File: config.mk
export PLATFORM = sky130hd
export DESIGN_NAME = window_magnitude
export DESIGN_NICKNAME = d
export VERILOG_FILES = /design/src/rtl/window_magnitude.sv
export SDC_FILE = /design/constraint.sdc
export NUM_CORES = 1
export LEC_CHECK = 0
export CAP_MARGIN = 25
export CORE_ASPECT_RATIO = 0.6
export CORE_MARGIN = 2
export CORE_UTILIZATION = 45
export CTS_BUF_LIST = sky130_fd_sc_hd__clkbuf_2 sky130_fd_sc_hd__clkbuf_4 sky130_fd_sc_hd__clkbuf_8
export CTS_CLUSTER_SIZE = 8
export DETAILED_ROUTE_END_ITERATION = 10
export PLACE_DENSITY_LB_ADDON = 0.25
export SLEW_MARGIN = 20
export SYNTH_ARGS = -nofsm -noshare
export SYNTH_HDL_FRONTEND = slang
export SYNTH_SLANG_ARGS = --single-unit
File: constraint.sdc
create_clock -name clk -period 8.4 [get_ports clk]
set_input_delay 1.26 -clock clk [delete_from_list [all_inputs] [get_ports clk]]
set_output_delay 1.26 -clock clk [all_outputs]
set_load 0.03 [all_outputs]
File: src/rtl/window_magnitude.sv
// Windowed peak-to-peak amplitude, midpoint DC offset and rising-crossing count for an ADC stream.
// Optional crossing detector built only when WINDOW_MAGNITUDE_FREQ_EN is defined.
module window_magnitude #(
  parameter int unsigned WIDTH          = 12,
  parameter int unsigned WINDOW_SAMPLES = 50000000,
  parameter int unsigned HYST           = 16,
  parameter int unsigned CNT_W          = $clog2(WINDOW_SAMPLES) + 1
) (
  input  logic             clk,
  input  logic             rst,
  input  logic [WIDTH-1:0] sample,
  input  logic             sample_valid,
  input  logic             clear,
  output logic [WIDTH-1:0] amp,
  output logic [WIDTH-1:0] dc_offset,
  output logic [CNT_W-1:0] crossings,
  output logic             res_valid,
  output logic             have_result
);

  localparam int unsigned IDX_W = $clog2(WINDOW_SAMPLES);
  localparam logic [IDX_W-1:0] LastIdx = IDX_W'(WINDOW_SAMPLES - 1);

  logic [WIDTH-1:0] max_q, min_q;
  logic [WIDTH-1:0] max_nx, min_nx;
  logic [IDX_W-1:0] cnt_q;
  logic             last;
  logic [WIDTH:0]   sum;

  // Trackers updated with the current sample so the final sample is included in results.
  assign max_nx = (sample > max_q) ? sample : max_q;
  assign min_nx = (sample < min_q) ? sample : min_q;
  assign last   = sample_valid && (cnt_q == LastIdx);
  assign sum    = {1'b0, max_nx} + {1'b0, min_nx};

  always_ff @(posedge clk) begin
    if (rst) begin
      max_q       <= '0;
      min_q       <= '1;
      cnt_q       <= '0;
      amp         <= '0;
      dc_offset   <= '0;
      res_valid   <= 1'b0;
      have_result <= 1'b0;
    end else begin
      res_valid <= 1'b0;
      if (clear) begin
        max_q <= '0;
        min_q <= '1;
        cnt_q <= '0;
      end else if (sample_valid) begin
        if (last) begin
          amp         <= max_nx - min_nx;
          dc_offset   <= sum[WIDTH:1];
          res_valid   <= 1'b1;
          have_result <= 1'b1;
          max_q       <= '0;
          min_q       <= '1;
          cnt_q       <= '0;
        end else begin
          max_q <= max_nx;
          min_q <= min_nx;
          cnt_q <= cnt_q + 1'b1;
        end
      end
    end
  end

`ifdef WINDOW_MAGNITUDE_FREQ_EN
  logic [WIDTH-1:0] thr_q;
  logic [WIDTH-1:0] thr_lo, thr_hi;
  logic [WIDTH:0]   hi_sum;
  logic             armed_q, armed_nx;
  logic [CNT_W-1:0] xcnt_q, xcnt_nx;
  logic [CNT_W-1:0] crossings_q;

  // Hysteresis band clamped to the sample range instead of wrapping.
  assign thr_lo = (thr_q >= WIDTH'(HYST)) ? thr_q - WIDTH'(HYST) : '0;
  assign hi_sum = {1'b0, thr_q} + (WIDTH + 1)'(HYST);
  assign thr_hi = hi_sum[WIDTH] ? '1 : hi_sum[WIDTH-1:0];

  always_comb begin
    armed_nx = armed_q;
    xcnt_nx  = xcnt_q;
    if (!armed_q) begin
      if (sample < thr_lo) armed_nx = 1'b1;
    end else if (sample >= thr_hi) begin
      armed_nx = 1'b0;
      if (xcnt_q != '1) xcnt_nx = xcnt_q + 1'b1;
    end
  end

  always_ff @(posedge clk) begin
    if (rst) begin
      thr_q       <= {1'b1, {(WIDTH - 1){1'b0}}};
      armed_q     <= 1'b0;
      xcnt_q      <= '0;
      crossings_q <= '0;
    end else if (clear) begin
      armed_q <= 1'b0;
      xcnt_q  <= '0;
    end else if (sample_valid) begin
      // Arm state deliberately carries across window boundaries.
      armed_q <= armed_nx;
      if (last) begin
        xcnt_q      <= '0;
        crossings_q <= xcnt_nx;
        thr_q       <= sum[WIDTH:1];
      end else begin
        xcnt_q <= xcnt_nx;
      end
    end
  end

  assign crossings = crossings_q;
`else
  assign crossings = '0;
`endif

endmodule

=== After elaboration in Yosys (flattened, before gate mapping) ===
Index checks and enable logic that the tools add are counted.

* Bits in registers: 76
* Input port bits: 16
* Output and inout port bits: 53

* Add/sub/neg operators: 3
* Order comparisons: 2
* Equal/unequal tests: 1
* Muxes and demuxes: 6
* Bitwise operators: 2
* Reductions and logical operators: 4

{| class="wikitable"
|+ Operator list
! cell !! number
|-
| $mux 12 || 4
|-
| $add 26x1->26 const B || 1
|-
| $eq 26x26->1 const B || 1
|-
| $mux 26 || 1
|-
| $add 12x12->13 || 1
|-
| $gt 12x12->1 || 1
|-
| $lt 12x12->1 || 1
|-
| $sub 12x12->12 || 1
|-
| $reduce_and 3->1 || 1
|-
| $reduce_or 3->1 || 1
|-
| $not 1->1 || 2
|-
| $reduce_or 2->1 || 1
|-
| $logic_and 1x1->1 || 1
|-
| $mux 1 || 1
|}

=== Depth between registers and ports, before layout ===
Gate-level depths: netlist of run 1.

* Word-level depth: 3
* Gate-level depth with buffers: 20
* Mapped depth without buffers: 20

=== Worst setup path after synthesis of run 1 ===
OpenSTA, ideal clock, no wires.

* Path type: in2reg
* From: input port sample[1]
* To: register amp[10]
* Library setup time: 0.117 ns
* Arrival time: 4.424 ns
* Slack: 3.858 ns
* Stages on the path: 18
* Cells stage by stage: ha_1 > nor2b_1 > o211ai_1 > a211o_1 > a31oi_2 > mux2i_1 > ha_1 > inv_1 > fa_1 > nand2b_1 > a21oi_1 > o21bai_1 > a21oi_1 > o21ai_0 > a21oi_1 > o31ai_1 > mux2i_1 > nand2_1

* Cells in the longest elaborated chain, start to end: 3
* Elaborated cells between the ends (all ways): 5

{| class="wikitable"
|+ RTL lines
! item !! RTL line !! source
|-
| from (decl) || 11 || <nowiki>input logic [WIDTH-1:0] sample,</nowiki>
|-
| $gt 12x12->1 / $lt 12x12->1 (equally long branches) || 31, 32 ||
|-
| $mux 12, on equally long branches || 31, 32 ||
|-
| $sub 12x12->12 * || 53 || <nowiki>amp <= max_nx - min_nx;</nowiki>
|-
| to (signal assigned) || 53 ||
|-
| to (decl) || 14 || <nowiki>output logic [WIDTH-1:0] amp,</nowiki>
|}

Every way passes the cells marked *; elsewhere a longest branch is shown, timed or not.
A chain may end at the register's enable or synchronous reset.

=== Worst setup path after layout of run 1 ===
* From: input port sample[10]
* To: register amp[10]

Same word-level chain as after synthesis.

==> impl_results.md, run 1 <==
- Final Hold Fails: 0
- Global-route wire length before repair: 19000 um
- Min Tclk post-route: 5.77 ns
- TritonCTS clock tree: yes
- Area growth syn-to-layout: 13.2%
- Sequential power share: 40.7%
- Synth Flop Type: dfxtp_1
- Total clock buffers created by CTS: 9
- WL/cell: 14.7 um
- Clk Latency, worst-skew pair: 0.36 ns
- Vias: 4159
- H-tree depth: 3
- Final setup violation count: 0
- Maxcap violations: 0
- Largest net degree at the start of global routing: 36
- Width of the die: 137 um
- Syn Area/Cell: 7.80 sq um
- Final nets: 706
- Commonest non-fill, non-tap cell in the layout: dfxtp_1
- Initial antenna violation count: 0
- Post-synthesis instance area: 4790 sq um
- DP Area: 5190 sq um
- Peak per-stage delay on the critical path: 0.74 ns
- Buf+Inv Stages, Crit Path: 2
- Asr flop ratio synth: 0%
- Max-slew headroom: 31.5%
- Final Routed Wirelength: 11600 um
- WP data arrival: 6.03 ns
- Die area: 11500 sq um
- Cell mode on critical path: a21oi_1
- Initial Utilization: 45.8%
- Syn. warnings: 0
- Sw Ratio: 31.5%
- Sink Count: 76
- Mapped Cells: 614
- Root buffer cell: clkbuf_8
- Pwr Density: 167 nW/um^2
- Share of total power in combinational logic: 24.3%
- Power Internal: 0.000620 W
- Delay-heaviest family, CP: compound AO/OA/AOI/OAI gates
- HP Class: register to register
- Hold_ws: 0.465 ns
- Rows: 29
- Leakage power: 2.23 nW
- Sw Pwr: 0.000285 W
- Post-CTS Resized: 0
- Setup Skew: 0.0128 ns
- #FFs+latches synth: 76
- Die height: 83.9 um
- Crit. End Element: register
- Io pins: 69
- # fillers: 1018
- Seq/Total Area, Yosys: 31.8%
- Grt ovf: 0
- Layout cells sized above 1: 4.63%
- Fin. max-slew vios: 0
- Residual DRC count: 0
- Commonest cells after routing, fill and taps aside: dfxtp_1 (76), nand2_1 (70), nor2_1 (62), inv_1 (52), ha_1 (45)
- Core ar.: 10500 sq um
- RD Place Congestion: 0.833
- 1st-iter DRT viols: 229
- Design area: 5420 sq um
- Vias in the first global route: 3846
- Worst-margin pin slew: 1.02 ns
- RSZ-0062 raised after global routing: false
- Detailed Place HPWL: 8710 um
- Critical Path, Cell by Cell: clkdlybuf4s50_1 -> ha_1 -> nand4_1 -> a211o_1 -> a31oi_2 -> mux2i_1 -> ha_1 -> inv_1 -> fa_1 -> nand2b_1 -> a21oi_1 -> o21bai_1 -> a21oi_1 -> o21ai_0 -> a21oi_1 -> o31ai_1 -> mux2i_1 -> nand2_1
- Final Cycle Share: 68.7%
- Port buffer count: 41
- Clock Path Buffers: 2
- Number of setup buffers added after CTS: 0
- Max FO, Critical Path: 23
- CP required: 8.65 ns
- Status: complete, no violations
- Number of synthesized flops with an enable pin: 0
- Diode count: 0
- Post-CTS Hold Buffers: 0
- CTS clock-pin slew for the worst setup and hold paths: 0.08 ns
- Pre-antenna DRT Iters: 5
- Yosys cell types: 49
- Worst path slowest cell: a31oi_2
- Total GRT Usage: 21.2%
- Peak supply drop: 0.103 mV
- Clock power frac: 34.9%
- Area of the multi-input gates: 2870 sq um
- Final ANT Viol Nets: 0
- Sequential Area: 1520 sq um
- WS Path Type: primary input to register
- Critical Path Source Type: primary input
- Vias/cell: 5.28
- Setup TNS: 0 ns
- F_max: 0.173 GHz
## power by group through the flow
stage / registers, W / clock network [W] / logic [W]
2_1_floorplan: 0.000378 / 0 / 0.000170
5_1_grt: 0.000369 / 0.000342 / 0.000244
4_1_cts: 0.000368 / 0.000325 / 0.000217
3_3_place_gp: 0.000377 / 0 / 0.000211
6_report: 0.000368 / 0.000316 / 0.000220
3_5_place_dp: 0.000377 / 0 / 0.000216
## worst reg2reg max path, delay by kind of cell (launching register included)
family	cells	cell delay (ns)
AOI/OAI and AO/OA	9	2.10
adders and majority gates	3	0.93
muxes	2	0.86
DFF	1	0.34
and+or+nand+nor	3	0.29
buffers and inverters	2	0.12
## Yosys cell counts (2+ instances only)
master    count  area share, %
or4_1         2           0.31
o31ai_1       7            1.1
buf_1         4           0.31
o211ai_1      2           0.31
a21oi_1      44            4.6
buf_2         4           0.42
fa_1          2           0.84
nor4_1        2           0.26
nor3_1        7           0.73
nand2b_1      7           0.91
o22ai_1      12            1.6
mux2i_1       5            1.0
and3_1        3           0.39
o21ai_0      31            3.2
inv_1        52            4.1
nor2_1       63            4.9
nand3_1      26            2.7
xor2_1       18            3.3
nand4_1      13            1.7
clkbuf_1     18            1.4
a211o_1       2           0.37
buf_4        27            4.2
a31oi_1       2           0.26
or3_1         5           0.65
or2_2         2           0.26
nor2b_1       2           0.26
ha_1         45             12
o21bai_1      4           0.63
a21o_1        2           0.31
dfxtp_1      76             32
nand2_1      70            5.5
and4_1        2           0.37
o21ai_1       2           0.21
o21ba_2       2           0.42
xnor2_1      22            4.0
a211oi_1     14            2.2
## per-layer routing
metal  up-vias  GRT usage [%]  wire length, um
met2       137           28.4             4440
li1       2096              -                -
met3         4           6.01              947
met4         0           4.12               47
met5         -              0                0
met1      1922           33.0             6110
## per-stage QoR
stage          util [%]  instances  setup WS, ns  power (W)
2_1_floorplan         -        640          3.86   0.000547
5_1_grt            51.9        787          2.27   0.000955
4_1_cts            51.8        786          2.72   0.000911
3_5_place_dp       49.7        770          2.35   0.000592
3_3_place_gp       49.7        770          2.51   0.000587
6_report           51.9        787          2.63   0.000905
## cells by family after synthesis
kind of cell / Yosys count / synth area share [%]
xor+xnor: 40 / 7.31
compound gates: 131 / 17.1
buf+inv: 105 / 10.4
other cells: 1 / 0.0783
mux: 5 / 1.04
fa+ha+maj: 47 / 12.6
flops: 76 / 31.8
simple gates: 209 / 19.7
## registers in the layout (all words and copies together) (netlist names)
signal,flops
amp,12
have_result,1
dc_offset,12
max_q,12
res_valid,1
cnt_q,26
min_q,12
## final timing paths
kind,end,cells past startpoint,startpoint,slack (ns)
setup reg to reg,amp[10]$_SDFFE_PP0P_,19,max_q[1]$_SDFFE_PP0P_,3.66
hold reg to reg,dc_offset[4]$_SDFFE_PP0P_,2,dc_offset[4]$_SDFFE_PP0P_,0.46
hold / removal,dc_offset[4]$_SDFFE_PP0P_,2,dc_offset[4]$_SDFFE_PP0P_,0.46
setup / recovery,amp[10]$_SDFFE_PP0P_,18,sample[10],2.63
## layout make-up
| type | instances | share of cell area (%) |
|---|---|---|
| sequential | 76 | 28.1 |
| inverter | 52 | 3.60 |
| clock buffer | 10 | 2.54 |
| multi-input combinational | 459 | 52.9 |
| timing repair buffer | 45 | 8.12 |
| clock inverter | 6 | 1.59 |
| tap | 139 | 3.21 |
(Power assumes the default switching activity.)
==> run 2: changes to the inputs <==
==> constraint.sdc (replaced) <==
create_clock -name clk -period 5.3 [get_ports clk]
set_input_delay 0.795 -clock clk [delete_from_list [all_inputs] [get_ports clk]]
set_output_delay 0.795 -clock clk [all_outputs]
set_load 0.03 [all_outputs]
==> impl_results.md, run 2 (synthesized netlist as in run 1, its figures left out) <==
- Diode count: 0
- Max-slew headroom: 49.4%
- HP Class: register to register
- Io pins: 69
- Crit. End Element: register
- Final nets: 719
- Min Tclk post-route: 4.75 ns
- Vias/cell: 5.17
- Max FFs per register: 26
- Final Cycle Share: 89.7%
- Pwr Density: 263 nW/um^2
- Buf+Inv Stages, Crit Path: 2
- Setup Skew: 0.00643 ns
- TritonCTS clock tree: yes
- RD Place Congestion: 0.911
- Layout cells sized above 1: 6.36%
- WP data arrival: 5.02 ns
- Critical Path Source Type: primary input
- # fillers: 1004
- Clk Latency, worst-skew pair: 0.37 ns
- RSZ-0062 raised after global routing: false
- Vias: 4129
- Die area: 11500 sq um
- Pre-antenna DRT Iters: 5
- Final Util: 52.8%
- F_max: 0.210 GHz
- Maxcap violations: 0
- Design area: 5520 sq um
- Worst path slowest cell: mux2i_1
- Leakage power: 2.29 nW
- Final setup violation count: 0
- WS Path Type: primary input to register
- Total clock buffers created by CTS: 9
- Setup TNS: 0 ns
- H-tree depth: 3
- Cell mode on critical path: a21oi_1
- DP Area: 5300 sq um
- Number of setup buffers added after CTS: 0
- Width of the die: 137 um
- Peak supply drop: 0.133 mV
- Port buffer count: 41
- Critical Path, Cell by Cell: clkdlybuf4s50_1 -> ha_1 -> nand4_1 -> a211o_1 -> a31oi_2 -> mux2i_1 -> ha_1 -> inv_1 -> fa_1 -> nand2b_1 -> a21oi_1 -> o21bai_1 -> a21oi_1 -> o21ai_0 -> a21oi_1 -> o31ai_1 -> mux2i_1 -> nand2_1
- Die height: 83.9 um
- Initial Utilization: 45.8%
- Peak per-stage delay on the critical path: 0.52 ns
- Core ar.: 10500 sq um
- Initial antenna violation count: 0
- Total GRT Usage: 21.4%
- Detailed Place HPWL: 8990 um
- Clock Path Buffers: 2
- Commonest cells after routing, fill and taps aside: dfxtp_1 (76), nand2_1 (70), nor2_1 (62), inv_1 (52), ha_1 (45)
- Vias in the first global route: 3735
- Largest net degree at the start of global routing: 36
- Status: complete, no violations
- Rows: 29
- CP required: 5.56 ns
- Final ANT Viol Nets: 0
- Delay-heaviest family, CP: compound AO/OA/AOI/OAI gates
- Sink Count: 76
- R2R Setup Slk: 1.12 ns
- Residual DRC count: 0
- Final Routed Wirelength: 11600 um
- 1st-iter DRT viols: 287
- Area growth syn-to-layout: 15.3%
- Post-CTS Resized: 0
- Worst-margin pin slew: 0.758 ns
- Final Hold Fails: 0
- Grt ovf: 0
- Root buffer cell: clkbuf_8
- Fin. max-slew vios: 0
- Most flop-heavy register: cnt_q
- WL/cell: 14.6 um
- Global-route wire length before repair: 19000 um
- CTS clock-pin slew for the worst setup and hold paths: 0.08 ns
- Post-CTS Hold Buffers: 0
- Max FO, Critical Path: 7
- Commonest non-fill, non-tap cell in the layout: dfxtp_1
[run 2: tightest hold or removal path, cell delays in order, from the launching register on]
cell and delay (ns):
dfxtp_1 0.32, nand2_1 0.05, a21oi_1 0.05
[run 2: worst paths after layout]
path | start | endpoint | cells past startpoint
worst max-delay path | sample[10] | amp[10]$_SDFFE_PP0P_ | 18
worst min-delay path | dc_offset[2]$_SDFFE_PP0P_ | dc_offset[2]$_SDFFE_PP0P_ | 2
worst max register to register | max_q[1]$_SDFFE_PP0P_ | amp[10]$_SDFFE_PP0P_ | 19
worst min register to register | dc_offset[2]$_SDFFE_PP0P_ | dc_offset[2]$_SDFFE_PP0P_ | 2
[run 2: where the power goes]
part,internal (W),switching [W],total [W]
Combinational,0.000135,0.000225,0.000361
Clock,0.000287,0.000222,0.000510
Sequential,0.000579,0.00000508,0.000584
Total,0.00100,0.000453,0.00145
[run 2: metal layers]
metal	vias up	GRT usage [%]	wire (um)
met2	133	27.4	4360
met5	-	0	0
li1	2112	-	-
met4	0	5.25	107
met3	11	6.01	801
met1	1873	34.2	6360
[run 2: layout make-up]
class	instances	area (sq um)	area share [%]
inverter	52	195	3.54
multi-input combinational	459	2870	52.0
tap	139	174	3.15
clock buffer	11	151	2.74
clock inverter	4	72.6	1.31
sequential	76	1520	27.6
timing repair buffer	58	538	9.74
[run 2: per-stage QoR]
step / setup WS [ns] / power [W] / cells / hold slack, ns
final: 0.545 / 0.00145 / 799 / 0.468
after global placement: 0.351 / 0.000947 / 784 / 0.452
after floorplan: 1.22 / 0.000868 / 640 / 0.443
after global routing: 0.139 / 0.00153 / 799 / 0.484
after detailed placement: 0.200 / 0.000952 / 784 / 0.453
after CTS: 0.596 / 0.00146 / 799 / 0.464
